## config.mk

```make
export PLATFORM = sky130hd
export DESIGN_NAME = serial_subtractor
export DESIGN_NICKNAME = d
export VERILOG_FILES = /design/src/rtl/serial_arith_pkg.sv /design/src/rtl/full_subtractor.sv /design/src/rtl/serial_subtractor.sv
export SDC_FILE = /design/constraint.sdc
export NUM_CORES = 1
export LEC_CHECK = 0
export BUFFER_PORTS_ARGS = -buffer_cell sky130_fd_sc_hd__buf_4
export CAP_MARGIN = 20
export CORE_UTILIZATION = 55
export DETAILED_ROUTE_END_ITERATION = 8
export MAX_ROUTING_LAYER = met4
export PLACE_DENSITY = 0.78
export SYNTH_ARGS = -nofsm -noshare
export SYNTH_HDL_FRONTEND = slang
export SYNTH_HIERARCHICAL = 1
export SYNTH_SLANG_ARGS = --single-unit
```

## constraint.sdc

```tcl
create_clock -name clk -period 3.3 [get_ports clk]
set_input_delay 0.66 -clock clk [delete_from_list [all_inputs] [get_ports clk]]
set_output_delay 0.66 -clock clk [all_outputs]
set_load 0.05 [all_outputs]
```

## src/rtl/serial_arith_pkg.sv

```systemverilog
// Shared definitions for the bit-serial arithmetic blocks:
// FSM state encoding and a counter-width helper.
package serial_arith_pkg;

   typedef enum logic [1:0] {
      ST_IDLE = 2'd0,
      ST_RUN  = 2'd1,
      ST_DONE = 2'd2
   } state_t;

   // Smallest r such that 2**r >= v (0 for v <= 1).
   function automatic int unsigned clog2(input int unsigned v);
      int unsigned r;
      r = 0;
      while ((64'd1 << r) < 64'(v)) r++;
      return r;
   endfunction

endpackage

```

## src/rtl/full_subtractor.sv

```systemverilog
// Single-bit full subtractor cell: d = a - b - b_in, with borrow-out.
module full_subtractor (
   input  logic a,
   input  logic b,
   input  logic b_in,
   output logic d,
   output logic b_out
);

   // Difference and borrow for one bit position.
   always_comb begin
      d     = a ^ b ^ b_in;
      b_out = (~a & b) | (~(a ^ b) & b_in);
   end

endmodule

```

## src/rtl/serial_subtractor.sv

```systemverilog
// Bit-serial WIDTH-bit subtractor, diff = a - b - b_in, LSB first, one bit per clock.
// One full_subtractor cell plus a borrow flip-flop; WIDTH+1 cycles of latency.
// Optional macro SERIAL_SUB_OVERFLOW_EN adds the ovf (two's-complement overflow) output.
module serial_subtractor
   import serial_arith_pkg::*;
#(
   parameter int unsigned WIDTH = 8
) (
   input  logic             clk,
   input  logic             rst,
   input  logic             start,
   input  logic [WIDTH-1:0] a,
   input  logic [WIDTH-1:0] b,
   input  logic             b_in,
   output logic             busy,
   output logic             done,
   output logic [WIDTH-1:0] diff,
   output logic             b_out
`ifdef SERIAL_SUB_OVERFLOW_EN
   ,
   output logic             ovf
`endif
);

   localparam int unsigned CW = (clog2(WIDTH) < 1) ? 1 : clog2(WIDTH);
   localparam logic [CW-1:0] CNT_LAST = CW'(WIDTH - 1);

   state_t           state, state_next;
   logic             load, step, capture;
   logic [CW-1:0]    cnt;
   logic [WIDTH-1:0] a_sr, b_sr, res_sr;
   logic             borrow;
   logic             cell_d, cell_bo;
`ifdef SERIAL_SUB_OVERFLOW_EN
   logic             a_sign, b_sign;
`endif

   full_subtractor u_cell (
      .a     (a_sr[0]),
      .b     (b_sr[0]),
      .b_in  (borrow),
      .d     (cell_d),
      .b_out (cell_bo)
   );

   // State register.
   always_ff @(posedge clk) begin
      if (rst) state <= ST_IDLE;
      else     state <= state_next;
   end

   // Next-state and datapath control strobes.
   always_comb begin
      state_next = state;
      load       = 1'b0;
      step       = 1'b0;
      capture    = 1'b0;
      case (state)
         ST_IDLE: begin
            if (start) begin
               load       = 1'b1;
               state_next = ST_RUN;
            end
         end
         ST_RUN: begin
            step = 1'b1;
            if (cnt == CNT_LAST) state_next = ST_DONE;
         end
         ST_DONE: begin
            // The last result bit landed in res_sr on entry; publish it here,
            // and a start in this cycle reloads operands in the same edge.
            capture = 1'b1;
            if (start) begin
               load       = 1'b1;
               state_next = ST_RUN;
            end else begin
               state_next = ST_IDLE;
            end
         end
         default: state_next = ST_IDLE;
      endcase
   end

   // busy reflects RUN directly.
   always_comb busy = (state == ST_RUN);

   // Shift registers, borrow FF, counter and output registers.
   always_ff @(posedge clk) begin
      if (rst) begin
         a_sr   <= '0;
         b_sr   <= '0;
         res_sr <= '0;
         borrow <= 1'b0;
         cnt    <= '0;
         done   <= 1'b0;
         diff   <= '0;
         b_out  <= 1'b0;
`ifdef SERIAL_SUB_OVERFLOW_EN
         a_sign <= 1'b0;
         b_sign <= 1'b0;
         ovf    <= 1'b0;
`endif
      end else begin
         done <= capture;
         if (capture) begin
            diff  <= res_sr;
            b_out <= borrow;
`ifdef SERIAL_SUB_OVERFLOW_EN
            ovf   <= (a_sign != b_sign) && (res_sr[WIDTH-1] != a_sign);
`endif
         end
         if (load) begin
            a_sr   <= a;
            b_sr   <= b;
            borrow <= b_in;
            cnt    <= '0;
`ifdef SERIAL_SUB_OVERFLOW_EN
            a_sign <= a[WIDTH-1];
            b_sign <= b[WIDTH-1];
`endif
         end else if (step) begin
            a_sr   <= {1'b0, a_sr[WIDTH-1:1]};
            b_sr   <= {1'b0, b_sr[WIDTH-1:1]};
            res_sr <= {cell_d, res_sr[WIDTH-1:1]};
            borrow <= cell_bo;
            cnt    <= cnt + CW'(1);
         end
      end
   end

endmodule
```

==> metrics.csv, run 1 <==
stage,metric,value,unit
timing,Worst-Margin Slew,887,ps
global_routing,vias in the first global route,1321,
detailed_routing,via count,1323,
timing,crit path time final,1990,ps
detailed_routing,Vias/cell,5.54,
detailed_routing,drt initial violations,40,
final_layout,"commonest non-fill, non-tap cells in the layout","nand2_1 (49), dfxtp_1 (40), buf_4 (31), a21oi_1 (19), nor3_1 (14)",
timing,Max Clk Rate,0.503,GHz
synthesis,Mean Syn Cell Area,8.73,µm²
clock_network,CTS Hold Buffers Added,0,
timing,Final setup viols,0,
final_layout,register area,801,µm²
timing,Final Skew,4.22,ps
detailed_routing,# DRC,0,
power_and_ir_drop,Leakage,0.717,nW
clock_network,H-Tree Depth,2,
timing,RSZ-0062 raised after global routing,no,
synthesis,yosys warns,6,
timing,Tcrit/Tclk final,60.3,%
final_layout,Final nets,231,
die,die width,56.2,µm
die,DIE AREA,0.00316,mm²
timing,slew margin rel.,40.9,%
global_routing,first-pass GRT wire length,5460,µm
detailed_routing,post-route ant nets,0,
setup_path,CP Capture Type,primary output,
final_layout,"commonest non-fill, non-tap cell in the layout",nand2_1,
clock_network,CTS tree,built,
setup_path,Startpoint Class,flop,
placed_design,Final Wtd Congestion,0.721,
synthesis,synth unique cells,29,
outcome,status,completed,
detailed_routing,WL final,3170,µm
die,Die Height,56.2,µm
global_routing,GR Util All Layers,23.1,%
placed_design,dpl hpwl,2120,µm
final_layout,fillers,259,
synthesis,post-synthesis sequential area ratio,49.6,%
power_and_ir_drop,PD cells,469,mW/mm²
detailed_routing,Avg WL per Cell,13.3,µm
clock_network,clk root buf,clkbuf_4,
final_layout,area grow syn2layout,12.7,%
clock_network,CTS max path bufs,2,
placed_design,I/O Buffers,30,
clock_network,clk_lat worst skew,350,ps
final_layout,fraction of layout cells with a size suffix above 1,19.7,%
setup_path,Max Fanout on Critical Path,27,
clock_network,number of gates resized after CTS,0,
timing,Final Hold Fails,0,
synthesis,Cells after Synth,185,
die,core footprint,0.00276,mm²
die,# IOs,31,
timing,Slew Limit Fails,0,
die,Rows,19,
setup_path,worst path required time,2640,ps
detailed_routing,drt pass-1 iters,4,
clock_network,CTS buffer count,5,
clock_network,clk slew on worst S/H paths,110,ps
hold_path,Hold Path Class,reg -> reg,
timing,setup ws final,1310,ps
power_and_ir_drop,peak supply drop,316,µV
setup_path,critical path arrival,1330,ps
global_routing,largest net degree at the start of global routing,41,
clock_network,postcts setup bufs,0,
flow_run,max_cap viols,0,
synthesis,syn_nets,208,
timing,setup tns final,0,ps
synthesis,Synth Register Bits,40,
global_routing,grt total ovfl,0,
setup_path,crit path kind,reg -> out,
die,Starting Density,58.6,%
final_layout,Antenna diodes,0,
clock_network,clk sink count,40,
placed_design,Post-Place Setup Slack,1370,ps
final_layout,area of the multi-input gates,679,µm²
global_routing,initial antenna violation count,0,
synthesis,synthesized area,0.00162,mm²
## registers in the layout, indices dropped and copies added, names as in the netlist
| register | cells |
|---|---|
| res_sr | 8 |
| a_sr | 8 |
| cnt | 3 |
| b_out | 1 |
| state | 2 |
| done | 1 |
| diff | 8 |
| borrow | 1 |
| b_sr | 8 |
## path summary, 6_finish.rpt
| kind | to | depth (start not counted) | slack, ps | startpoint |
|---|---|---|---|---|
| setup / recovery | busy | 3 | 1310 | state[1] |
| hold / removal | diff[0] | 2 | 460 | res_sr[0] |
| setup reg to reg | borrow | 3 | 1690 | state[0] |
| hold reg to reg | diff[0] | 2 | 460 | res_sr[0] |
## worst max-delay path: stages, from the launching register on
cell,delay (ps)
dfxtp_1,330
nand2b_1,230
inv_8,190
buf_4,230
## where the power goes
| part | switching (W) | internal, W | leakage (nW) |
|---|---|---|---|
| sequential | 0.0000127 | 0.000505 | 0.326 |
| clock | 0.000148 | 0.0000785 | 0.0281 |
| combinational | 0.0000643 | 0.0000457 | 0.362 |
| total | 0.000225 | 0.000629 | 0.717 |
## routing by layer
layer	vias up	wire [µm]	global-route usage, %
met4	0	36	6.97
met1	624	1300	22.6
met5	-	0	-
met2	26	1710	42.7
met3	3	127	7.91
li1	670	-	-
## synth_stat cells
library cell	instances	area [µm²]
buf_2	5	25.0
buf_12	1	20.0
nor3b_1	1	7.51
mux2i_1	4	40.0
buf_4	2	15.0
a311oi_1	7	61.3
o21a_1	1	7.51
and2b_1	2	15.0
buf_8	1	15.0
xnor2_1	1	8.76
inv_8	1	11.3
a311oi_2	1	15.0
a22oi_1	2	15.0
nor3_2	1	10.0
nand3_1	2	10.0
o22ai_1	5	31.3
buf_6	2	22.5
ha_1	2	25.0
clkbuf_1	4	15.0
nor2_1	10	37.5
nor3_1	14	70.1
dfxtp_1	40	801
nand2_1	49	184
a21oi_1	19	95.1
inv_1	3	11.3
or2b_1	1	7.51
nand2b_1	2	12.5
fa_1	1	20.0
nand2_2	1	6.26
## kinds of logic after synthesis
| kind of cell | Yosys count | synth area share, % |
|---|---|---|
| xor+xnor | 1 | 0.542 |
| mux | 4 | 2.48 |
| fa+ha+maj | 3 | 2.79 |
| simple gates | 83 | 22.3 |
| compound gates | 35 | 13.9 |
| buf+inv | 19 | 8.36 |
| flops | 40 | 49.6 |
## per-stage QoR
stage	total power [W]	area [µm²]	hold slack [ps]	util (%)	std cells
2_1_floorplan	0.000616	1620	432	-	185
3_3_place_gp	0.000633	1770	440	64.3	232
3_5_place_dp	0.000638	1770	449	64.3	232
4_1_cts	0.000863	1820	465	66.0	239
5_1_grt	0.000898	1820	489	66.0	239
6_report	0.000855	1820	461	66.0	239
## layout make-up
cell class                      count  area share [%]
Sequential cell                    40            44.0
Multi-Input combinational cell    126            37.3
Timing Repair Buffer               31            12.8
Clock buffer                        6            2.27
Tap cell                           31            2.13
Inverter                            4            1.24
Clock inverter                      1           0.275
(Power assumes the default switching activity.)
==> inputs of run 2 (changes only) <==
--- a/config.mk
+++ b/config.mk
@@ -5,12 +5,13 @@
 export SDC_FILE = /design/constraint.sdc
 export NUM_CORES = 1
 export LEC_CHECK = 0
+export ABC_AREA = 1
 export BUFFER_PORTS_ARGS = -buffer_cell sky130_fd_sc_hd__buf_4
 export CAP_MARGIN = 20
-export CORE_UTILIZATION = 55
+export CORE_UTILIZATION = 49
 export DETAILED_ROUTE_END_ITERATION = 8
 export MAX_ROUTING_LAYER = met4
-export PLACE_DENSITY = 0.78
+export PLACE_DENSITY = 0.73
 export SYNTH_ARGS = -nofsm -noshare
 export SYNTH_HDL_FRONTEND = slang
 export SYNTH_HIERARCHICAL = 1
==> constraint.sdc (replaced) <==
create_clock -name clk -period 1.74 [get_ports clk]
set_input_delay 0.348 -clock clk [delete_from_list [all_inputs] [get_ports clk]]
set_output_delay 0.348 -clock clk [all_outputs]
set_load 0.05 [all_outputs]
==> metrics.csv, run 2 <==
stage,metric,value,unit,change
outcome,status,completed,,unchanged
detailed_routing,WL final,3330,µm,was 3170 µm
clock_network,number of gates resized after CTS,0,,unchanged
synthesis,post-synthesis sequential area ratio,44.9,%,was 49.6%
clock_network,CTS buffer count,5,,unchanged
synthesis,synth unique cells,25,,was 29
final_layout,Final nets,297,,was 231
setup_path,worst path required time,1390,ps,was 2640 ps
clock_network,CTS tree,built,,unchanged
clock_network,clk_lat worst skew,350,ps,about the same
synthesis,Mean Syn Cell Area,7.36,µm²,was 8.73 µm²
timing,Max Clk Rate,0.622,GHz,
setup_path,critical path's slowest cell,dfxtp_1,,unchanged
setup_path,worst path cell trace,inv_6 > nor2_4 > buf_4,,was nand2b_1 > inv_8 > buf_4
final_layout,Antenna diodes,0,,unchanged
timing,slew margin rel.,78.4,%,was 40.9%
timing,Tcrit/Tclk final,92.4,%,
global_routing,vias in the first global route,1454,,was 1321
hold_path,worst min-delay path startpoint,rst,,was res_sr[0]
global_routing,GR Util All Layers,20.0,%,was 23.1%
clock_network,clk root buf,clkbuf_4,,unchanged
global_routing,initial antenna violation count,0,,unchanged
die,die width,62.3,µm,was 56.2 µm
die,Starting Density,52.2,%,was 58.6%
die,DIE AREA,0.00388,mm²,was 0.00316 mm²
synthesis,Synth top area share,44.9,%,was 49.6%
setup_path,RR Startpoint,state[0],,unchanged
clock_network,postcts setup bufs,0,,unchanged
setup_path,R2R setup slack,400,ps,was 1690 ps
detailed_routing,# DRC,0,,unchanged
clock_network,CTS Hold Buffers Added,0,,unchanged
timing,RSZ-0062 raised after global routing,no,,unchanged
detailed_routing,Avg WL per Cell,10.4,µm,was 13.3 µm
hold_path,worst hold stages,2,,unchanged
synthesis,synthesized area,0.00178,mm²,was 0.00162 mm²
die,# IOs,31,,unchanged
placed_design,I/O Buffers,30,,unchanged
die,core footprint,0.00342,mm²,was 0.00276 mm²
global_routing,largest net degree at the start of global routing,29,,was 41
timing,Final Skew,17.8,ps,was 4.22 ps
setup_path,"Largest delay share family, worst path",flip-flops,,was buffers and inverters
synthesis,Synth Register Bits,40,,unchanged
clock_network,clk slew on worst S/H paths,130,ps,was 110 ps
setup_path,critical path arrival,1260,ps,was 1330 ps
timing,Hold WS,231,ps,was 461 ps
timing,Final setup viols,0,,unchanged
die,Rows,21,,was 19
flow_run,max_cap viols,0,,unchanged
timing,crit path time final,1610,ps,
power_and_ir_drop,Leakage,1.05,nW,was 0.717 nW
final_layout,"commonest non-fill, non-tap cells in the layout","nor2_1 (56), dfxtp_1 (40), nand2_1 (36), buf_4 (34), inv_1 (31)",,"was nand2_1 (49), dfxtp_1 (40), buf_4 (31), a21oi_1 (19), nor3_1 (14)"
clock_network,clk sink count,40,,unchanged
setup_path,worst r2r dst,a_sr[1],,was borrow
synthesis,syn_nets,265,,was 208
die,Die Height,62.3,µm,was 56.2 µm
placed_design,Final Wtd Congestion,0.786,,was 0.721
global_routing,grt total ovfl,0,,unchanged
hold_path,Worst Hold End,state[0],,was diff[0]
global_routing,first-pass GRT wire length,6000,µm,was 5460 µm
timing,Final Hold Fails,0,,unchanged
final_layout,area grow syn2layout,17.8,%,was 12.7%
detailed_routing,drt pass-1 iters,6,,was 4
synthesis,yosys warns,6,,unchanged
final_layout,fraction of layout cells with a size suffix above 1,20.0,%,was 19.7%
detailed_routing,drt initial violations,69,,was 40
synthesis,Synth area leaders,"dfxtp_1 (45%), nor2_1 (12%), nand2_1 (7.6%), o21ai_0 (7.6%), inv_1 (6.5%)",,"was dfxtp_1 (50%), nand2_1 (11%), a21oi_1 (5.9%), nor3_1 (4.3%), a311oi_1 (3.8%)"
power_and_ir_drop,Total Power,0.00195,W,was 0.000855 W
setup_path,CP Capture Type,primary output,,unchanged
setup_path,Startpoint Class,flop,,unchanged
synthesis,main flop type after synthesis,dfxtp_1,,unchanged
final_layout,"commonest non-fill, non-tap cell in the layout",nor2_1,,was nand2_1
timing,setup tns final,0,ps,unchanged
synthesis,Cells after Synth,242,,was 185
setup_path,worst reg-to-reg path cell count,7,,was 3
setup_path,CP peak stage delay,430,ps,was 330 ps
detailed_routing,Vias/cell,4.69,,was 5.54
setup_path,CP bufs+invs,2,,unchanged
synthesis,most common cell in the synthesized netlist,nor2_1,,was nand2_1
clock_network,H-Tree Depth,2,,unchanged
power_and_ir_drop,PD cells,928,mW/mm²,was 469 mW/mm²
placed_design,dpl hpwl,2230,µm,was 2120 µm
synthesis,leading area contributor after synthesis,dfxtp_1,,unchanged
synthesis,most frequent cells after synthesis,"nor2_1 (56), dfxtp_1 (40), nand2_1 (36), inv_1 (31), o21ai_0 (27)",,"was nand2_1 (49), dfxtp_1 (40), a21oi_1 (19), nor3_1 (14), nor2_1 (10)"
detailed_routing,via count,1506,,was 1323
synthesis,Post-synth ARST share,0,%,unchanged
detailed_routing,post-route ant nets,0,,unchanged
timing,Worst-Margin Slew,323,ps,was 887 ps
synthesis,number of synthesized flops with an enable pin,0,,unchanged
timing,Slew Limit Fails,0,,unchanged
power_and_ir_drop,peak supply drop,486,µV,was 316 µV
clock_network,CTS max path bufs,2,,unchanged
setup_path,Max Fanout on Critical Path,5,,was 27
hold_path,Hold Path Class,in -> reg,,was reg -> reg
setup_path,crit path kind,reg -> out,,unchanged
-- run 2: worst max path at each step --
| stage | from | end | slack, ps | cells past startpoint |
|---|---|---|---|---|
| 6_report | state[0] | busy | 130 | 3 |
| 3_5_place_dp | state[1] | a_sr[1] | 450 | 7 |
| 2_1_floorplan | state[0] | busy | 550 | 4 |
| 5_1_grt | state[0] | busy | 90 | 3 |
| 3_3_place_gp | state[0] | busy | 470 | 3 |
| 4_1_cts | state[0] | busy | 30 | 3 |
-- run 2: cells by family after synthesis --
logic type               Yosys count  synth area share (%)
XOR/XNOR                           1                 0.492
AND/OR/NAND/NOR                  113                  27.5
AO/OA/AOI/OAI                     40                  11.7
adder cells (fa/ha/maj)            3                  2.53
buffers and inverters             45                  12.8
flip-flops                        40                  44.9
-- run 2: layer usage --
metal	global-route usage, %	part of all wire [%]
met1	21.8	49
met2	34.1	46
met3	6.07	3.9
met4	7.85	1.0
met5	-	0
-- run 2: cell type report --
type | count | area, µm²
fill | 328 | 1320
sequential | 40 | 801
multi-input combinational | 157 | 753
timing repair buffer | 34 | 255
inverter | 36 | 141
tap | 46 | 57.6
clock buffer | 6 | 51.3
clock inverter | 2 | 38.8
-- run 2: worst register-to-register path: cells and delay by family (launching register included) --
kind / cells / cell delay [ps]
buffers and inverters: 2 / 310
AND/OR/NAND/NOR: 5 / 550
flip-flops: 1 / 370
-- run 2: power by group --
group | internal (W) | switching, W
combinational | 0.000115 | 0.000165
sequential | 0.000974 | 0.0000337
clock | 0.000344 | 0.000314
total | 0.00143 | 0.000513
-- run 2: metrics by stage --
| step | std cells | utilization (%) | cell area [µm²] | setup slack (ps) |
|---|---|---|---|---|
| 2_1_floorplan | 242 | - | 1780 | 546 |
| 4_1_cts | 319 | 61.0 | 2080 | 29.4 |
| 3_5_place_dp | 311 | 58.4 | 1990 | 447 |
| 3_3_place_gp | 311 | 58.4 | 1990 | 466 |
| 6_report | 321 | 61.4 | 2100 | 133 |
| 5_1_grt | 321 | 61.4 | 2100 | 86.0 |
